**src/rtl/mem_access_unit.sv**
```systemverilog
// mem_access_unit: memory-stage load/store sequencer driving a split addr/data handshake dbus.
// Misaligned or illegal-size ops and ops with no bus access complete without a bus request.
module mem_access_unit #(
   parameter int DATA_W = 64,
   parameter int ADDR_W = 64
) (
   input  logic              clk,
   input  logic              reset,
   input  logic              in_valid,
   input  logic              in_load,
   input  logic              in_store,
   input  logic [1:0]        in_size,
   input  logic              in_unsigned,
   input  logic [ADDR_W-1:0] in_addr,
   input  logic [DATA_W-1:0] in_wdata,
   input  logic              flush,
   output logic              req_valid,
   output logic [ADDR_W-1:0] req_addr,
   output logic [1:0]        req_size,
   output logic [DATA_W/8-1:0] req_strobe,
   output logic [DATA_W-1:0] req_data,
   input  logic              resp_addr_ok,
   input  logic              resp_data_ok,
   input  logic [DATA_W-1:0] resp_data,
   output logic              out_valid,
   output logic [DATA_W-1:0] out_data,
   output logic              exc_valid,
   output logic [3:0]        exc_code,
   output logic              busy
);
   localparam int NB = DATA_W / 8;
   localparam int OW = $clog2(NB);
   localparam logic [NB-1:0] S1 = 1;
   localparam logic [DATA_W-1:0] D1 = 1;
   typedef enum logic [1:0] {IDLE, REQ, WAIT, DONE} state_t;
   state_t state, state_n;
   logic [ADDR_W-1:0] addr_q;
   logic [1:0] size_q;
   logic uns_q, store_q, kill_q, exc_q;
   logic [3:0] code_q;
   logic [DATA_W-1:0] wdata_q, res_q;
   logic acc, is_ld, is_st, mis, bad_sz, exc_in, dok, done_ok, sgn;
   logic [3:0] code_in;
   logic [OW-1:0] off;
   logic [NB-1:0] strobe_v;
   logic [DATA_W-1:0] wshift, sh, fmask, ld_v;
   assign acc     = (state == IDLE) && in_valid && !flush;
   assign is_ld   = in_load;
   assign is_st   = in_store && !in_load;
   assign mis     = |(in_addr[2:0] & ((3'd1 << in_size) - 3'd1));
   assign bad_sz  = (DATA_W == 32) && (in_size == 2'd3);
   assign exc_in  = (is_ld || is_st) && (mis || bad_sz);
   assign code_in = {2'b01, is_st, bad_sz};
   assign off      = addr_q[OW-1:0];
   assign strobe_v = ((S1 << (4'd1 << size_q)) - S1) << off;
   assign wshift   = wdata_q << {off, 3'b000};
   assign sh       = resp_data >> {off, 3'b000};
   // fmask covers the 2^size low bytes; its top bit selects the sign bit.
   assign fmask    = (D1 << (32'd8 << size_q)) - D1;
   assign sgn      = !uns_q && |(sh & (fmask ^ (fmask >> 1)));
   assign ld_v     = (sh & fmask) | ({DATA_W{sgn}} & ~fmask);
   assign dok      = (state == REQ && resp_addr_ok && resp_data_ok) || (state == WAIT && resp_data_ok);
   always_comb begin
      state_n    = state;
      req_valid  = !reset && state == REQ;
      req_addr   = req_valid ? addr_q : '0;
      req_size   = req_valid ? size_q : '0;
      req_strobe = (req_valid && store_q) ? strobe_v : '0;
      req_data   = req_valid ? wshift : '0;
      done_ok    = !reset && state == DONE && !kill_q && !flush;
      out_valid  = done_ok;
      out_data   = done_ok ? res_q : '0;
      exc_valid  = done_ok && exc_q;
      exc_code   = exc_valid ? code_q : '0;
      busy       = !reset && (state != IDLE || (in_valid && !flush)) && state != DONE;
      case (state)
         IDLE:    if (acc) state_n = (exc_in || !(is_ld || is_st)) ? DONE : REQ;
         REQ:     if (resp_addr_ok) state_n = resp_data_ok ? DONE : WAIT;
         WAIT:    if (resp_data_ok) state_n = DONE;
         default: state_n = IDLE;
      endcase
   end
   always_ff @(posedge clk) begin
      if (reset) begin
         state  <= IDLE;
         kill_q <= 1'b0;
      end else begin
         state  <= state_n;
         kill_q <= (state == DONE) ? 1'b0 : kill_q | (flush && (state == REQ || state == WAIT));
         if (acc) begin
            addr_q  <= in_addr;
            size_q  <= in_size;
            uns_q   <= in_unsigned;
            store_q <= is_st;
            wdata_q <= in_wdata;
            exc_q   <= exc_in;
            code_q  <= code_in;
            res_q   <= '0;
         end
         if (dok && !store_q) res_q <= ld_v;
      end
   end
endmodule

```
**config.mk**
```make
export PLATFORM = sky130hd
export DESIGN_NAME = mem_access_unit
export DESIGN_NICKNAME = d
export VERILOG_FILES = /design/src/rtl/mem_access_unit.sv
export SDC_FILE = /design/constraint.sdc
export NUM_CORES = 1
export LEC_CHECK = 0
export ABC_CLOCK_PERIOD_IN_PS = 15000
export BUFFER_PORTS_ARGS = -buffer_cell sky130_fd_sc_hd__buf_4
export CORE_UTILIZATION = 46
export CTS_CLUSTER_DIAMETER = 30
export DETAILED_ROUTE_END_ITERATION = 16
export PLACE_DENSITY = 0.82
export SKIP_CTS_REPAIR_TIMING = 1
export SYNTH_ARGS = -nofsm -noshare
export SYNTH_HDL_FRONTEND = slang
export SYNTH_SLANG_ARGS = --single-unit
```
**constraint.sdc**
```tcl
create_clock -name clk -period 15 [get_ports clk]
set_input_delay 3 -clock clk [delete_from_list [all_inputs] [get_ports clk]]
set_output_delay 3 -clock clk [all_outputs]
set_load 0.01 [all_outputs]
```
## After elaboration in Yosys (flattened, before gate mapping)

Cells that the tools add are included.

| storage, ports and cells | value |
|---|---|
| bits of input ports | 203 |
| flip-flop bits (word level) | 200 |

| cells by class | value |
|---|---|
| bitwise gates (word level) | 9 |
| reductions and logical operators | 40 |
| shift-type cells | 8 |
| multiplexer cells | 14 |
| equal/unequal tests | 7 |
| $add $sub $neg | 3 |

Operators with widths:

| cell | count |
|---|---|
| $mux W64 | 5 |
| $and A64 B64 Y64 | 3 |
| $not A64 Y64 | 1 |
| $or A64 B64 Y64 | 1 |
| $reduce_or A64 Y1 | 1 |
| $shl A1 B32 Y64 const A | 1 |
| $shl A64 B6 Y64 | 1 |
| $shr A64 B6 Y64 | 1 |
| $sub A64 B1 Y64 const B | 1 |
| $xor A64 B63 Y64 | 1 |
| $shl A4 B2 Y32 const A | 1 |
| $logic_and A1 B1 Y1 | 19 |
| $mux W2 | 5 |
| $mux W8 | 1 |
| $ne A2 B2 Y1 const B | 4 |
| $shl A1 B4 Y8 const A | 1 |
| $shl A8 B3 Y8 | 1 |
| $sub A8 B1 Y8 const B | 1 |
| $logic_not A1 Y1 | 7 |
| $pmux W2 S3 | 1 |
| $logic_or A1 B1 Y1 | 5 |
| $eq A2 B2 Y1 const B | 2 |
| $reduce_and A2 Y1 | 2 |
| $reduce_bool A2 Y1 | 2 |
| 13 further kinds | 13 |

## Logic depth before layout (Yosys ltp)

Gate-level depths: netlist of the first run.

| logic depth | value |
|---|---|
| word-level depth | 10 |
| depth in mapped cells | 11 |
| gate-level depth less buffers | 9 |

## Worst setup path before layout of the first run

OpenSTA, ideal clock, no wires.

| timing path | value |
|---|---|
| path kind | in2reg |
| start point | input reset |
| end point | register res_q[0] (enable) |
| arrival time | 14.601 ns |
| stages | 3 |
| path slack | -0.100 ns |
| path through | clkbuf_1 > nor3_1 > o21bai_1 |

| between the ends | value |
|---|---|
| longest elaborated chain between the ends | 2 |

Ends and longest elaborated chain:

| item | RTL line | source |
|---|---|---|
| start, declared | 8 | `input logic reset,` |
| $not A1 Y1 (no source line) | n/a |  |
| $reduce_and A2 Y1 (no source line) | n/a |  |
| end signal, assigned | 100 | `if (dok && !store_q) res_q <= ld_v;` |
| end, declared | 41 | `logic [DATA_W-1:0] wdata_q, res_q;` |

Every way passes these cells.
A chain may end at the register's enable or synchronous reset.

## Worst setup path after layout of the first run

| timing path | value |
|---|---|
| start point | input reset |
| end point | output req_data[34] |

| between the ends | value |
|---|---|
| longest elaborated chain between the ends | 3 |

Ends and longest elaborated chain:

| item | RTL line | source |
|---|---|---|
| $logic_not A1 Y1 | 65 | `req_valid = !reset && state == REQ;` |
| $logic_and A1 B1 Y1 | 65 |  |
| $mux W64 | 69 | `req_data = req_valid ? wshift : '0;` |
| end, declared | 21 | `output logic [DATA_W-1:0] req_data,` |

Every way passes these cells.

==> impl_metrics.py, run 1 <==
metrics = {
    "global_route": {
        "grt_pass1_vias": 9994,
        "gr-usage-all-layers_pct": 29.9,
        "grt_max_degree": 79,
        "grt-ovfl-total": 0,
        "grt_pass1_wl_mm": 57.4,
        "antenna_found_initial": 0,
    },
    "timing": {
        "skew_ns": 0.0101,
        "finalCritPeriodShare_pct": 61.9,
        "rsz0062_at_grt": "no",
        "worst_slew_pin_slew_ns": 1.31,
        "drv_slew": 0,
        "fin_crit_ns": 9.29,
        "finalSetupViolCount": 0,
        "fmax_mhz": 108,
        "finalHoldViolations": 0,
        "setup_slack_ns": 5.71,
        "tns_ns": 0,
        "maxSlewHeadroom_pct": 12.0,
    },
    "critical_path": {
        "cp_data_arrival_time_ns": 6.29,
        "path_delay_family": "simple AND/OR/NAND/NOR gates",
        "critPathSlowestCell": "nor3_1",
        "path_buf_inv": 4,
        "reg2reg_depth": 9,
        "path_cells": "buf_4 -> nand2b_1 -> buf_4 -> inv_2 -> nand2_1 -> nor3_1 -> a32o_1 -> buf_4",
        "cpMostUsedCell": "buf_4",
        "ff2ff_setup_slack_ns": 10.76,
        "crit_required_ns": 12.00,
        "critPathLaunch": "reset",
        "critPathMaxStageDelay_ns": 1.13,
        "regToRegEndpoint": "res_q[19]$_SDFFCE_PN0P_",
        "crit_path_start_kind": "input pin",
        "cp_max_fo": 68,
        "cp-end-kind": "primary output",
        "path_class": "in -> out",
        "r2r-start": "addr_q[0]$_DFFE_PP_",
    },
    "floorplanning": {
        "core-area_um2": 24400,
        "start_util_pct": 47.1,
        "die_y_um": 160,
        "io_pins": 413,
        "dieArea_um2": 25600,
        "die_x_um": 160,
        "core.rowCount": 57,
    },
    "min_path": {
        "min_to": "kill_q$_SDFF_PP0_",
        "hp-start": "kill_q$_SDFF_PP0_",
        "holdPathStages": 2,
        "hp-class": "reg -> reg",
    },
    "power_and_ir_drop": {
        "powerDensity_nw_per_um2": 100,
        "irDropWorstVdd_mv": 0.0888,
        "power_w": 0.00154,
        "power_leakage_nw": 6.41,
    },
    "logic_synthesis": {
        "ys.flop_type": "edfxtp_1",
        "synth_top_cell_area_share_pct": 51.5,
        "ys_warn_count": 0,
        "synth_area_per_cell_um2": 11.0,
        "synth.ff_latch_count": 200,
        "synth_edf_count": 197,
        "yosys.area.top_type": "edfxtp_1",
        "async_flop_share_pct": 0,
        "ys_types": 56,
        "syn-instance-count": 1045,
        "synth_seq_area_share_pct": 52.0,
        "synth_area_um2": 11500,
        "netlist_top_cells_area": "edfxtp_1, and2_1, mux2i_1",
    },
    "placement": {
        "dp_slack_ns": 5.77,
        "place_congestion": 0.942,
        "portBuffers": 410,
        "hpwl_mm": 28.4,
        "placedCellCount": 1711,
    },
    "drt": {
        "via_per_inst": 5.74,
        "vias": 10012,
        "wl_met3_mm": 2.96,
        "drt_iter0_drc": 860,
        "top_layer": "met4",
        "ant_nets": 0,
        "routedWlPerCell_um": 22.4,
        "dr.pass1.iters": 5,
        "dr_wl_met2_mm": 20.9,
        "finalWirelength_mm": 39.1,
        "drc": 0,
        "m1WireLength_mm": 13.2,
    },
    "cells_and_area": {
        "fill_cells": 1940,
        "drive_gt1_share_pct": 37.1,
        "multi_input_area_um2": 5050,
        "final_cell_mix": "buf_4, edfxtp_1, and2_1",
        "fin_util_pct": 62.8,
        "final-seq-area_um2": 5980,
        "num_antenna_cells": 0,
        "final_common_cell": "buf_4",
        "fin_cells": 1743,
        "areaGrowthSynthToFinish_pct": 33.4,
        "final_nets": 1615,
    },
    "clock_network": {
        "cts_tree": "yes",
        "cts_htree_levels": 4,
        "clock-sinks": 200,
        "clock_latency_ns": 0.44,
        "cts_max_path_buffers": 2,
        "cts_buffers": 17,
        "cts-root-buf": "clkbuf_16",
        "clk_pin_slew_ns": 0.08,
    },
    "status": {
        "outcome": "finished clean",
    },
    "run": {
        "maxCapViolations": 0,
    },
}
[worst max path at each step]
| stage | end | slack, ns | depth (start not counted) |
|---|---|---|---|
| 5_1_grt | req_data[37] | 5.55 | 8 |
| 4_1_cts | req_data[34] | 5.76 | 8 |
| 2_1_floorplan | res_q[0]$_SDFFCE_PN0P_ | 4.18 | 3 |
| 3_3_place_gp | req_data[32] | 5.90 | 8 |
| 6_report | req_data[34] | 5.71 | 8 |
| 3_5_place_dp | req_data[38] | 5.77 | 8 |
[Yosys cell counts, types with 10 or more instances]
cell / count
clkbuf_1: 46
and2_1: 137
o22ai_1: 39
mux2i_1: 81
nor2b_1: 26
a21oi_1: 35
and3_1: 11
inv_1: 15
o21ai_0: 52
nor3_1: 12
mux2_2: 28
mux4_2: 17
a211oi_1: 27
buf_1: 11
nor2_1: 84
edfxtp_1: 197
o21ai_2: 10
buf_2: 14
nand2_1: 106
[worst reg2reg max path: cells and delay by family (launching register included)]
kind	cells	cell delay [ns]
multiplexers	2	0.98
buffers and inverters	3	1.65
flip-flops	1	0.36
AO/OA/AOI/OAI	4	0.96
[sequential cells by signal, summed over array words and instances, names as in the netlist]
signal   count
addr_q      64
exc_q        1
kill_q       1
res_q       64
size_q       2
state        2
store_q      1
uns_q        1
wdata_q     64
[logic make-up (layout without fill, tap and decap cells)]
kind of cell,count (synthesis),in the layout,synth area share [%]
AND/OR/NAND/NOR,393,393,17.1
AO/OA/AOI/OAI,212,212,12.2
flip-flops,200,200,52.0
multiplexers,128,128,13.5
buffers and inverters,104,477,4.41
adder cells (fa/ha/maj),6,6,0.653
other,1,2,0.0326
XOR/XNOR,1,1,0.0763
[report_power, final]
part           switching, W  internal (W)  total, W
Sequential        0.0000157      0.000668  0.000684
Clock              0.000252      0.000231  0.000483
Combinational      0.000211      0.000161  0.000372
[metrics by stage]
step / hold WS [ns] / cell area [um2]
after floorplan: 0.484 / 11500
after global placement: 0.511 / 14700
after detailed placement: 0.521 / 14700
after CTS: 0.533 / 15300
after global routing: 0.586 / 15300
final: 0.532 / 15300
[final cells by class]
type	count	area share [%]
flip-flops and latches	200	39.0
multi-input cells	742	32.9
repair buffers	429	21.0
clock buffers	18	2.80
well taps	324	2.64
clock inverters	14	1.24
inverters	16	0.392
[metal layers]
layer / global-route usage [%] / vias up
met5: 0 / -
met4: 15.8 / 0
met3: 6.83 / 108
met2: 54.8 / 564
met1: 31.7 / 4806
li1: - / 4534
Power figures use the tool's default switching activity.
==> run 2, diff against run 1 <==
--- a/config.mk
+++ b/config.mk
@@ -5,12 +5,13 @@
 export SDC_FILE = /design/constraint.sdc
 export NUM_CORES = 1
 export LEC_CHECK = 0
-export ABC_CLOCK_PERIOD_IN_PS = 15000
+export ABC_CLOCK_PERIOD_IN_PS = 9500
 export BUFFER_PORTS_ARGS = -buffer_cell sky130_fd_sc_hd__buf_4
-export CORE_UTILIZATION = 46
+export CORE_AREA = 2 2 163 165
 export CTS_CLUSTER_DIAMETER = 30
 export DETAILED_ROUTE_END_ITERATION = 16
-export PLACE_DENSITY = 0.82
+export DIE_AREA = 0 0 165 167
+export PLACE_DENSITY = 0.77
 export SKIP_CTS_REPAIR_TIMING = 1
 export SYNTH_ARGS = -nofsm -noshare
 export SYNTH_HDL_FRONTEND = slang
==> constraint.sdc (replaced) <==
create_clock -name clk -period 9.5 [get_ports clk]
set_input_delay 1.9 -clock clk [delete_from_list [all_inputs] [get_ports clk]]
set_output_delay 1.9 -clock clk [all_outputs]
set_load 0.01 [all_outputs]
==> run 2 against run 1 <==
Net effect: die area is 7.6% higher; core utilization is 3.4 points lower; global-route usage is 2.1 points lower; largest cell class unchanged; critical path depth stayed put; routed wire length is 0.37% lower.
==> impl_metrics.py, run 2 (synthesis gave the netlist of run 1 again) <==
metrics = {
    "cells_and_area": {
        "num_antenna_cells": 0,
        "reg_top3": "addr_q (64), res_q (64), wdata_q (64)",
        "final_area_um2": 15300,
        "fill_cells": 2190,
        "fin_cells": 1752,
        "drive_gt1_share_pct": 36.9,
        "final_cell_mix": "buf_4, edfxtp_1, and2_1",
        "areaGrowthSynthToFinish_pct": 33.4,
        "final_common_cell": "buf_4",
        "final_nets": 1613,
        "fin_util_pct": 59.5,
    },
    "drt": {
        "drc": 0,
        "drt_iter0_drc": 957,
        "routedWlPerCell_um": 22.2,
        "via_per_inst": 5.64,
        "vias": 9881,
        "ant_nets": 0,
        "finalWirelength_mm": 38.9,
        "dr.pass1.iters": 5,
    },
    "floorplanning": {
        "core-area_um2": 25800,
        "die_x_um": 165,
        "core.rowCount": 59,
        "start_util_pct": 44.6,
        "io_pins": 413,
        "die_y_um": 167,
        "dieArea_um2": 27600,
    },
    "critical_path": {
        "crit_required_ns": 7.60,
        "path_buf_inv": 4,
        "critPathSlowestCell": "nor2_1",
        "path_cells": "buf_4 -> nand2b_1 -> buf_4 -> nor2_1 -> buf_4 -> nand2_1 -> nor2_1 -> buf_4",
        "critPathMaxStageDelay_ns": 0.82,
        "cp_max_fo": 20,
        "path_class": "in -> out",
        "cp-end-kind": "primary output",
        "path_delay_family": "simple AND/OR/NAND/NOR gates",
        "cp_data_arrival_time_ns": 4.34,
        "cpMostUsedCell": "buf_4",
        "crit_path_start_kind": "input pin",
    },
    "placement": {
        "place_congestion": 0.930,
        "placedCellCount": 1720,
        "dp_slack_ns": 3.35,
        "placed_cell_area_um2": 14700,
        "portBuffers": 410,
        "hpwl_mm": 28.5,
    },
    "global_route": {
        "antenna_found_initial": 0,
        "grt-ovfl-total": 0,
        "grt_pass1_vias": 9667,
        "gr-usage-all-layers_pct": 27.7,
        "grt_max_degree": 159,
        "grt_pass1_wl_mm": 56.9,
    },
    "timing": {
        "skew_ns": 0.0145,
        "finalHoldViolations": 0,
        "rsz0062_at_grt": "no",
        "fmax_mhz": 160,
        "drv_slew": 0,
        "finalSetupViolCount": 0,
        "tns_ns": 0,
        "setup_slack_ns": 3.26,
        "fin_crit_ns": 6.24,
        "finalCritPeriodShare_pct": 65.7,
        "maxSlewHeadroom_pct": 18.6,
        "worst_slew_pin_slew_ns": 1.21,
    },
    "clock_network": {
        "clk_pin_slew_ns": 0.08,
        "clock_latency_ns": 0.44,
        "clock-sinks": 200,
        "cts-root-buf": "clkbuf_16",
        "cts_buffers": 17,
        "cts_htree_levels": 4,
        "cts_tree": "yes",
        "cts_max_path_buffers": 2,
    },
    "power_and_ir_drop": {
        "powerDensity_nw_per_um2": 157,
        "irDropWorstVdd_mv": 0.0985,
        "power_leakage_nw": 6.39,
    },
    "status": {
        "outcome": "finished clean",
    },
    "run": {
        "maxCapViolations": 0,
    },
    "min_path": {
        "hp-class": "reg -> reg",
    },
}
run 2: cell types whose count changed in the layout (fill, tap and decap cells not counted), sizes merged:
cell    change
inv         -3
clkinv      +3
buf         -2
run 2: path summary, 6_finish.rpt:
check | to | from | cells past startpoint | slack, ns
hold reg to reg | kill_q$_SDFF_PP0_ | kill_q$_SDFF_PP0_ | 2 | 0.54
hold / removal | kill_q$_SDFF_PP0_ | kill_q$_SDFF_PP0_ | 2 | 0.54
setup reg to reg | res_q[45]$_SDFFCE_PN0P_ | addr_q[1]$_DFFE_PP_ | 8 | 5.13
setup / recovery | req_data[9] | reset | 8 | 3.26
run 2: worst reg2reg max path: stages (launching register included):
cell and delay (ns):
edfxtp_1 0.34, buf_4 0.52, buf_4 0.73, nor2b_1 0.41, a221oi_1 0.67, o311ai_1 0.28
o211ai_4 0.23, buf_4 0.59, o21ai_0 0.29
run 2: per-layer routing:
layer | track usage (%) | up-vias | wire (um)
met1 | 31.7 | 4692 | 13700
met3 | 5.95 | 81 | 3190
met4 | 10.7 | 0 | 1330
li1 | - | 4548 | -
met2 | 50.1 | 560 | 20700
met5 | 0 | - | 0
run 2: per-stage QoR:
step,hold WS (ns),total power [W]
final,0.538,0.00241
after global routing,0.555,0.00250
after CTS,0.534,0.00242
after detailed placement,0.518,0.00169
after global placement,0.508,0.00168
after floorplan,0.484,0.00142
run 2: final cells by class:
cell class | count | area [um2] | area share [%]
inverter | 16 | 60.1 | 0.392
clock inverter | 14 | 173 | 1.13
sequential | 200 | 5980 | 39.0
tap | 335 | 419 | 2.74
clock buffer | 18 | 429 | 2.80
multi-input combinational | 742 | 5050 | 32.9
timing repair buffer | 427 | 3220 | 21.0
run 2: report_power, final:
group          switching, W  internal, W
sequential        0.0000244      0.00105
clock              0.000382     0.000358
combinational      0.000335     0.000255
